## config.mk

```make
export PLATFORM = sky130hd
export DESIGN_NAME = moldudp_itch_parser
export DESIGN_NICKNAME = d
export VERILOG_FILES = /design/src/rtl/itch_pkg.sv /design/src/rtl/itch_field_capture.sv /design/src/rtl/moldudp_itch_parser.sv
export SDC_FILE = /design/constraint.sdc
export NUM_CORES = 1
export LEC_CHECK = 0
export CAP_MARGIN = 20
export CORE_ASPECT_RATIO = 1.1
export CORE_MARGIN = 3
export CORE_UTILIZATION = 60
export CTS_BUF_LIST = sky130_fd_sc_hd__clkbuf_2 sky130_fd_sc_hd__clkbuf_4 sky130_fd_sc_hd__clkbuf_8
export DETAILED_ROUTE_END_ITERATION = 10
export MAX_ROUTING_LAYER = met4
export PLACE_DENSITY = 0.95
export REMOVE_ABC_BUFFERS = 1
export SYNTH_ARGS = -nofsm -noshare
export SYNTH_HDL_FRONTEND = slang
export SYNTH_SLANG_ARGS = --single-unit
export TNS_END_PERCENT = 5
```

## constraint.sdc

```tcl
create_clock -name clk -period 7.2 [get_ports clk]
set_input_delay 1.8 -clock clk [delete_from_list [all_inputs] [get_ports clk]]
set_output_delay 1.8 -clock clk [all_outputs]
set_load 0.01 [all_outputs]
```

## src/rtl/itch_pkg.sv

```systemverilog
// itch_pkg
// Shared definitions for the MoldUDP64 / ITCH parser slice: message type
// codes, the minimum body length each decoded type needs, the parser FSM
// state encoding and small helpers to classify a type byte.
package itch_pkg;

  localparam logic [7:0] ITCH_ADD    = 8'h41;  // 'A'
  localparam logic [7:0] ITCH_CANCEL = 8'h58;  // 'X'
  localparam logic [7:0] ITCH_DELETE = 8'h44;  // 'D'

  localparam logic [15:0] LEN_ADD    = 16'd15;
  localparam logic [15:0] LEN_CANCEL = 16'd11;
  localparam logic [15:0] LEN_DELETE = 16'd9;

  typedef enum logic [2:0] {
    S_HDR,
    S_LEN_HI,
    S_LEN_LO,
    S_BODY,
    S_FLUSH
  } state_t;

  function automatic logic is_known(input logic [7:0] t);
    return (t == ITCH_ADD) || (t == ITCH_CANCEL) || (t == ITCH_DELETE);
  endfunction

  // Minimum body length for a decodable message; 0 for unknown types.
  function automatic logic [15:0] req_len(input logic [7:0] t);
    case (t)
      ITCH_ADD:    return LEN_ADD;
      ITCH_CANCEL: return LEN_CANCEL;
      ITCH_DELETE: return LEN_DELETE;
      default:     return 16'd0;
    endcase
  endfunction

endpackage

```

## src/rtl/itch_field_capture.sv

```systemverilog
// itch_field_capture
// Assembles the fixed-offset ITCH fields from the message body byte stream.
// Ports:
//   clk, rst_n   clock, asynchronous active-low reset
//   i_en         body byte accepted this cycle
//   i_idx        index of the byte within the message body (0 = type)
//   i_byte       body byte
//   o_type, o_order_id, o_qty, o_price
//                field values including the byte accepted this cycle, so the
//                parent can load a complete record on the last body byte.
module itch_field_capture #(
  parameter int IDX_W = 7
) (
  input  logic             clk,
  input  logic             rst_n,
  input  logic             i_en,
  input  logic [IDX_W-1:0] i_idx,
  input  logic [7:0]       i_byte,
  output logic [7:0]       o_type,
  output logic [63:0]      o_order_id,
  output logic [15:0]      o_qty,
  output logic [31:0]      o_price
);

  logic [7:0]  r_type,  w_type;
  logic [63:0] r_order_id, w_order_id;
  logic [15:0] r_qty,   w_qty;
  logic [31:0] r_price, w_price;

  // Body layout: [0] type, [1..8] order id, [9..10] qty, [11..14] price,
  // all big-endian. Bytes beyond index 14 are surplus and left untouched.
  always_comb begin
    w_type     = r_type;
    w_order_id = r_order_id;
    w_qty      = r_qty;
    w_price    = r_price;
    if (i_en) begin
      if (i_idx == IDX_W'(0)) w_type = i_byte;
      for (int k = 0; k < 8; k++)
        if (i_idx == IDX_W'(k + 1)) w_order_id[8*(7-k) +: 8] = i_byte;
      for (int k = 0; k < 2; k++)
        if (i_idx == IDX_W'(k + 9)) w_qty[8*(1-k) +: 8] = i_byte;
      for (int k = 0; k < 4; k++)
        if (i_idx == IDX_W'(k + 11)) w_price[8*(3-k) +: 8] = i_byte;
    end
  end

  always_ff @(posedge clk or negedge rst_n) begin
    if (!rst_n) begin
      r_type     <= '0;
      r_order_id <= '0;
      r_qty      <= '0;
      r_price    <= '0;
    end else begin
      r_type     <= w_type;
      r_order_id <= w_order_id;
      r_qty      <= w_qty;
      r_price    <= w_price;
    end
  end

  assign o_type     = w_type;
  assign o_order_id = w_order_id;
  assign o_qty      = w_qty;
  assign o_price    = w_price;

endmodule

```

## src/rtl/moldudp_itch_parser.sv

```systemverilog
// moldudp_itch_parser
// Skips the Eth/IP/UDP/MoldUDP64 header of each packet, walks the
// length-prefixed message blocks and emits one record per 'A'/'X'/'D'.
// Ports:
//   clk, rst_n                      clock, asynchronous active-low reset
//   s_axis_tdata/tvalid/tready/tlast  MAC receive byte stream
//   m_valid/m_ready                 one-deep record handshake
//   m_msg_type, m_order_id, m_quantity, m_price   decoded record
//   msg_count, drop_count           wrapping statistics counters
module moldudp_itch_parser
  import itch_pkg::*;
#(
  parameter int HEADER_LEN  = 62,
  parameter int MAX_MSG_LEN = 64,
  parameter int CNT_W       = 16
) (
  input  logic             clk,
  input  logic             rst_n,
  input  logic [7:0]       s_axis_tdata,
  input  logic             s_axis_tvalid,
  output logic             s_axis_tready,
  input  logic             s_axis_tlast,
  output logic             m_valid,
  input  logic             m_ready,
  output logic [7:0]       m_msg_type,
  output logic [63:0]      m_order_id,
  output logic [15:0]      m_quantity,
  output logic [31:0]      m_price,
  output logic [CNT_W-1:0] msg_count,
  output logic [CNT_W-1:0] drop_count
);

  localparam int MAX_CNT = (HEADER_LEN > MAX_MSG_LEN) ? HEADER_LEN : MAX_MSG_LEN;
  localparam int IDX_W   = $clog2(MAX_CNT + 1);

  state_t           r_state, w_state_nxt;
  logic [IDX_W-1:0] r_cnt, w_cnt_nxt;
  logic [7:0]       r_len_hi;
  logic [15:0]      r_len;
  logic [15:0]      w_len_full;
  logic             w_acc, w_cap_en, w_last_body, w_known;
  logic             w_emit, w_drop;
  logic [15:0]      w_req;
  logic [7:0]       w_cur_type;
  logic [63:0]      w_cur_id;
  logic [15:0]      w_cur_qty;
  logic [31:0]      w_cur_price;

  logic             r_m_valid;
  logic [7:0]       r_m_type;
  logic [63:0]      r_m_id;
  logic [15:0]      r_m_qty;
  logic [31:0]      r_m_price;
  logic [CNT_W-1:0] r_msg_count, r_drop_count;

  assign s_axis_tready = !r_m_valid || m_ready;
  assign w_acc         = s_axis_tvalid && s_axis_tready;
  assign w_cap_en      = w_acc && (r_state == S_BODY);
  assign w_len_full    = {r_len_hi, s_axis_tdata};
  assign w_last_body   = (16'(r_cnt) == (r_len - 16'd1));
  assign w_known       = is_known(w_cur_type);
  assign w_req         = req_len(w_cur_type);

  itch_field_capture #(.IDX_W(IDX_W)) u_capture (
    .clk        (clk),
    .rst_n      (rst_n),
    .i_en       (w_cap_en),
    .i_idx      (r_cnt),
    .i_byte     (s_axis_tdata),
    .o_type     (w_cur_type),
    .o_order_id (w_cur_id),
    .o_qty      (w_cur_qty),
    .o_price    (w_cur_price)
  );

  // Next-state logic. A tlast anywhere other than the end of a message (or
  // the low length byte of an empty block) is a truncation; only known
  // message types count it as a drop.
  always_comb begin
    w_state_nxt = r_state;
    w_cnt_nxt   = r_cnt;
    w_emit      = 1'b0;
    w_drop      = 1'b0;
    if (w_acc) begin
      case (r_state)
        S_HDR: begin
          if (s_axis_tlast) begin
            w_cnt_nxt = '0;
          end else if (r_cnt == IDX_W'(HEADER_LEN - 1)) begin
            w_state_nxt = S_LEN_HI;
            w_cnt_nxt   = '0;
          end else begin
            w_cnt_nxt = r_cnt + IDX_W'(1);
          end
        end
        S_LEN_HI: w_state_nxt = s_axis_tlast ? S_HDR : S_LEN_LO;
        S_LEN_LO: begin
          w_cnt_nxt = '0;
          if (w_len_full == 16'd0) begin
            w_state_nxt = s_axis_tlast ? S_HDR : S_LEN_HI;
          end else if (s_axis_tlast) begin
            w_drop      = 1'b1;
            w_state_nxt = S_HDR;
          end else if (w_len_full > 16'(MAX_MSG_LEN)) begin
            w_drop      = 1'b1;
            w_state_nxt = S_FLUSH;
          end else begin
            w_state_nxt = S_BODY;
          end
        end
        S_BODY: begin
          if (w_last_body) begin
            if (w_known) begin
              if (r_len >= w_req) w_emit = 1'b1;
              else                w_drop = 1'b1;
            end
            w_state_nxt = s_axis_tlast ? S_HDR : S_LEN_HI;
            w_cnt_nxt   = '0;
          end else if (s_axis_tlast) begin
            w_drop      = w_known;
            w_state_nxt = S_HDR;
            w_cnt_nxt   = '0;
          end else begin
            w_cnt_nxt = r_cnt + IDX_W'(1);
          end
        end
        S_FLUSH: begin
          if (s_axis_tlast) begin
            w_state_nxt = S_HDR;
            w_cnt_nxt   = '0;
          end
        end
        default: begin
          w_state_nxt = S_HDR;
          w_cnt_nxt   = '0;
        end
      endcase
    end
  end

  always_ff @(posedge clk or negedge rst_n) begin
    if (!rst_n) begin
      r_state  <= S_HDR;
      r_cnt    <= '0;
      r_len_hi <= '0;
      r_len    <= '0;
    end else begin
      r_state <= w_state_nxt;
      r_cnt   <= w_cnt_nxt;
      if (w_acc && r_state == S_LEN_HI) r_len_hi <= s_axis_tdata;
      if (w_acc && r_state == S_LEN_LO) r_len    <= w_len_full;
    end
  end

  // Output register: fields not carried by a type are forced to zero so
  // surplus body bytes never leak into qty/price.
  always_ff @(posedge clk or negedge rst_n) begin
    if (!rst_n) begin
      r_m_valid    <= 1'b0;
      r_m_type     <= '0;
      r_m_id       <= '0;
      r_m_qty      <= '0;
      r_m_price    <= '0;
      r_msg_count  <= '0;
      r_drop_count <= '0;
    end else begin
      if (w_emit) begin
        r_m_valid <= 1'b1;
        r_m_type  <= w_cur_type;
        r_m_id    <= w_cur_id;
        r_m_qty   <= (w_cur_type == ITCH_DELETE) ? 16'd0 : w_cur_qty;
        r_m_price <= (w_cur_type == ITCH_ADD) ? w_cur_price : 32'd0;
      end else if (m_ready) begin
        r_m_valid <= 1'b0;
      end
      if (w_emit) r_msg_count  <= r_msg_count + CNT_W'(1);
      if (w_drop) r_drop_count <= r_drop_count + CNT_W'(1);
    end
  end

  assign m_valid    = r_m_valid;
  assign m_msg_type = r_m_type;
  assign m_order_id = r_m_id;
  assign m_quantity = r_m_qty;
  assign m_price    = r_m_price;
  assign msg_count  = r_msg_count;
  assign drop_count = r_drop_count;

endmodule

```

==> flow_results.org <==
** Outcome
- The flow ran to the end, and the final reports show no timing, DRC or antenna violations.

** Worst setup path
- Element type at the critical path start :: primary input
- Along the worst path, the maximum fanout reaches 55.
- R2r setup slk :: 2.80 ns
- Source of the worst register-to-register timing path :: r_cnt[4]$_DFFE_PN0P_
- The critical path goes through clkdlybuf4s50_1, nand2b_1, nand4_1, nor2_1, nor4b_1, o22ai_2, o311a_1, ha_1, a21o_1, a21oi_1, o21ai_1, nor4bb_4, buf_4, nand4_1, xnor2_1.
- On the critical path, the stage with the largest delay is an instance of sky130_fd_sc_hd__buf_4.
- The worst setup path is of the in2reg kind.
- Required arrival time at the worst endpoint :: 7.64 ns
- CP Capture Type :: flop
- The largest single stage delay on the critical path is 0.55 ns.
- Among the stages of the critical path, the cell type that occurs most often is sky130_fd_sc_hd__nand4_1.
- Tracing the worst setup path back leads to its startpoint at m_ready.
- Arrival time of data at the critical path endpoint :: 6.09 ns

** Yosys
- Synthesis instantiated 63 different standard cells from the library.
- Multiplexer share of the synthesized area :: 0.171
- For this run, the number of Yosys warnings is 0.
- Post-Syn Instances :: 1048
- Register area share after synthesis :: 0.590
- Of the total synthesized cell area, the portion taken by full adders, half adders and majority gates is 0.0113.
- Sorting the synthesized cells by area gives the leading types as sky130_fd_sc_hd__dfrtp_1, sky130_fd_sc_hd__mux2_2, sky130_fd_sc_hd__nand2_1.
- After synthesis the cells add up to 0.0130 mm2.
- In this run, synthesis inferred 0 flip-flops with an integrated enable.
- A synthesized cell averages 12.4 um2.
- Number of flip-flops and latches in the synthesized netlist :: 307
- Of the total synthesized cell area, the portion taken by XOR and XNOR cells is 0.0269.
- The complex-gate fraction of the synthesized area is 0.0319.
- Portion of synthesized cell area occupied by the leading cell type :: 0.590
- Library cell with the largest summed area after synthesis :: sky130_fd_sc_hd__dfrtp_1
- Of the total synthesized cell area, the portion taken by AND, OR, NAND and NOR gates is 0.142.
- Flip-flop cell with the highest count after synthesis :: sky130_fd_sc_hd__dfrtp_1
- Async set-or-reset flop fraction in the synthesized netlist :: 1.00
- Main combinational cell family by area after synthesis :: multiplexers

** Placement
- During placement, the flow inserted port buffers numbering 166.
- Detailed placement ended at an HPWL of 19.6 mm.
- The congestion estimate from routability-driven global placement came to 0.911.
- Pre-CTS setup slack :: 1.11 ns
- Instance area at placement :: 0.0149 mm2

** Clock tree
- After clock tree synthesis, the clock-pin slew on the worst setup and hold paths is 0.06 ns.
- Total clock buffers created by CTS :: 46
- Deepest clock path buffer count :: 3
- Clock tree from TritonCTS :: built
- Clock latency on the worst-skew pair, taken at its later pin, is 0.55 ns.
- Post-cts hold buffer count :: 0
- In this run the clock root is driven by a sky130_fd_sc_hd__clkbuf_8.
- CTS HTree Levels :: 2
- After clock tree synthesis, the setup repair step added 0 buffers.
- Quantity of gates resized following cts :: 0
- The clock net in this run drives a total of 307 sinks.

** Pwr
- Post-layout total power :: 4.05 mW
- Cell Pwr Density :: 256 mW/mm2
- VDD sags by at most 0.159 mV.
- The analysis attributes to cell leakage a power of 7.76 nW.

** Cells and area
- For this run, the share of the core covered by cells in the final layout is 0.757.
- Relative to the synthesized area, the layout overhead comes to 21.7%.
- 0 antenna diodes ended up in the layout.
- The net count of the finished layout is 1242.
- Of the cells placed in the final design, the portion with a size suffix greater than 1 is 0.240.
- After routing the design area is 0.0158 mm2.

** Global routing
- The number of antenna violations at the first check in global routing is 0.
- For this run, the total global-route usage over all layers was measured as 0.266.
- The via count of the first global-routing pass was 9317.
- For this run the aggregate overflow at the end of global routing stands at 0.
- The first global-routing pass estimated 49.3 mm of wire.
- Entering global routing, the biggest net connects 145 pins.

** Worst hold path
- The startpoint identified for the worst hold timing path is m_price[23]$_DFFE_PN0P_.
- Class of the tightest hold or removal check :: reg2reg

** Timing
- Post-route worst setup slack :: 1.55 ns
- Setup repair after global routing left no endpoint under its margin.
- For the pin with the worst max-slew slack, the measured transition is 0.995 ns.
- The count of endpoints failing hold in the final timing report was 0.
- Clock skew on the completed layout was measured at 0.0146 ns.
- Min Tclk post-route :: 5.65 ns
- Hold is met by 0.464 ns.
- Share of the clock period used by the worst path :: 0.785
- Number of slew-limit violations in the final report :: 0
- Setup violations remaining at the end of the flow were counted as 0.
- Measured against its own limit, the worst slew margin works out to 0.334.
- Derived from the worst setup path, the maximum achievable clock frequency is 177 MHz.

** Detailed routing
- Post-route ant nets :: 0
- Using the TritonRoute via totals, the vias-per-cell ratio works out to 5.80.
- After detailed routing, the average wire length per cell comes to 19.8 um.
- Number of optimization iterations in the first detailed-route pass :: 5
- Total number of vias :: 8891
- Routed wire length :: 30.4 mm
- Iteration-0 DRC count of the detailed router :: 536
- Number of design rule violations left after detail routing :: 0

** Die
- The die is 146 um wide.
- In this run the standard cell core region covers 0.0209 mm2.
- I/O pin count :: 167
- The initial utilization of the core area, before any placement, comes to 0.622.
- The initialized floorplan defines 55 standard-cell rows.
- The floorplan step defined a die boundary enclosing 0.0235 mm2.
- Die Y :: 160 um

** Flow run
- Maximum capacitance violations :: 0
==> layout make-up <==
class	instances	area [um2]
well taps	285	357
clock inverters	5	58.8
repair buffers	182	1810
fillers	1299	5090
clock buffers	73	880
multi-input cells	671	5010
flip-flops and latches	307	7680
inverters	10	37.5
==> placed cells by master (no fill, tap or decap), types with 16 or more instances in the layout <==
cell / count
sky130_fd_sc_hd__and2_1: 16
sky130_fd_sc_hd__nand3_1: 24
sky130_fd_sc_hd__dfrtp_1: 307
sky130_fd_sc_hd__clkdlybuf4s50_1: 165
sky130_fd_sc_hd__xnor2_1: 27
sky130_fd_sc_hd__clkbuf_4: 20
sky130_fd_sc_hd__clkbuf_8: 53
sky130_fd_sc_hd__nand3b_1: 34
sky130_fd_sc_hd__nand2_1: 184
sky130_fd_sc_hd__nor2_1: 34
sky130_fd_sc_hd__mux2_2: 185
==> layer usage <==
| metal | routed length [um] | global-route usage |
|---|---|---|
| met4 | 943 | 0.0898 |
| met3 | 1840 | 0.0491 |
| met2 | 15300 | 0.438 |
| met1 | 12300 | 0.337 |
| met5 | 0 | - |
==> cells in the mapped netlist (9+ instances only) <==
cell                       count
sky130_fd_sc_hd__dfrtp_1     307
sky130_fd_sc_hd__mux2_2      185
sky130_fd_sc_hd__nand2_1     184
sky130_fd_sc_hd__clkbuf_1     37
sky130_fd_sc_hd__nand3b_1     34
sky130_fd_sc_hd__nor2_1       34
sky130_fd_sc_hd__xnor2_1      27
sky130_fd_sc_hd__nand3_1      25
sky130_fd_sc_hd__and2_1       16
sky130_fd_sc_hd__nor3_1       13
sky130_fd_sc_hd__xor2_1       13
sky130_fd_sc_hd__ha_1         11
sky130_fd_sc_hd__inv_1        10
sky130_fd_sc_hd__nand4_1      10
sky130_fd_sc_hd__buf_2         9
sky130_fd_sc_hd__mux2_1        9
==> final timing paths <==
| path | end | cells after the start |
|---|---|---|
| max | msg_count[12]$_DFFE_PN0P_ | 15 |
| min | m_price[23]$_DFFE_PN0P_ | 2 |
| max reg2reg | msg_count[12]$_DFFE_PN0P_ | 14 |
| min reg2reg | m_price[23]$_DFFE_PN0P_ | 2 |
| max in group asynchronous | u_capture.r_order_id[29]$_DFF_PN0_ | 2 |
| min in group asynchronous | drop_count[3]$_DFFE_PN0P_ | 1 |
==> sequential cells by signal, summed over array words and instances (netlist names), 32 cells and up <==
signal and flops:
m_price 32, m_order_id 64, u_capture.r_price 32, u_capture.r_order_id 64
==> where the power goes <==
group	switching (mW)	internal, mW	total (mW)
clock	0.638	0.808	1.45
combinational	0.322	0.278	0.600
sequential	0.148	1.86	2.01
total	1.11	2.94	4.05
==> cell families (layout without fill, tap and decap cells) <==
| group | Yosys count | in the layout |
|---|---|---|
| AND/OR/NAND/NOR | 365 | 365 |
| flip-flops | 307 | 307 |
| multiplexers | 197 | 197 |
| buffers and inverters | 70 | 270 |
| AO/OA/AOI/OAI | 57 | 57 |
| XOR/XNOR | 40 | 40 |
| adder cells (fa/ha/maj) | 12 | 12 |
==> worst max-delay path, delay by kind of cell <==
family	cells	cell delay, ns
and+or+nand+nor	6	1.97
xor gates and xnor gates	1	0.16
adders and majority gates	1	0.28
AOI/OAI and AO/OA	5	0.85
buffers and inverters	2	1.01
==> through the flow <==
step                setup TNS, ns  cells
floorplan                  -79.66    988
global placement                0   1455
detailed placement              0   1455
CTS                             0   1533
global route                    0   1533
finish                          0   1533
(Power assumes the default switching activity.)
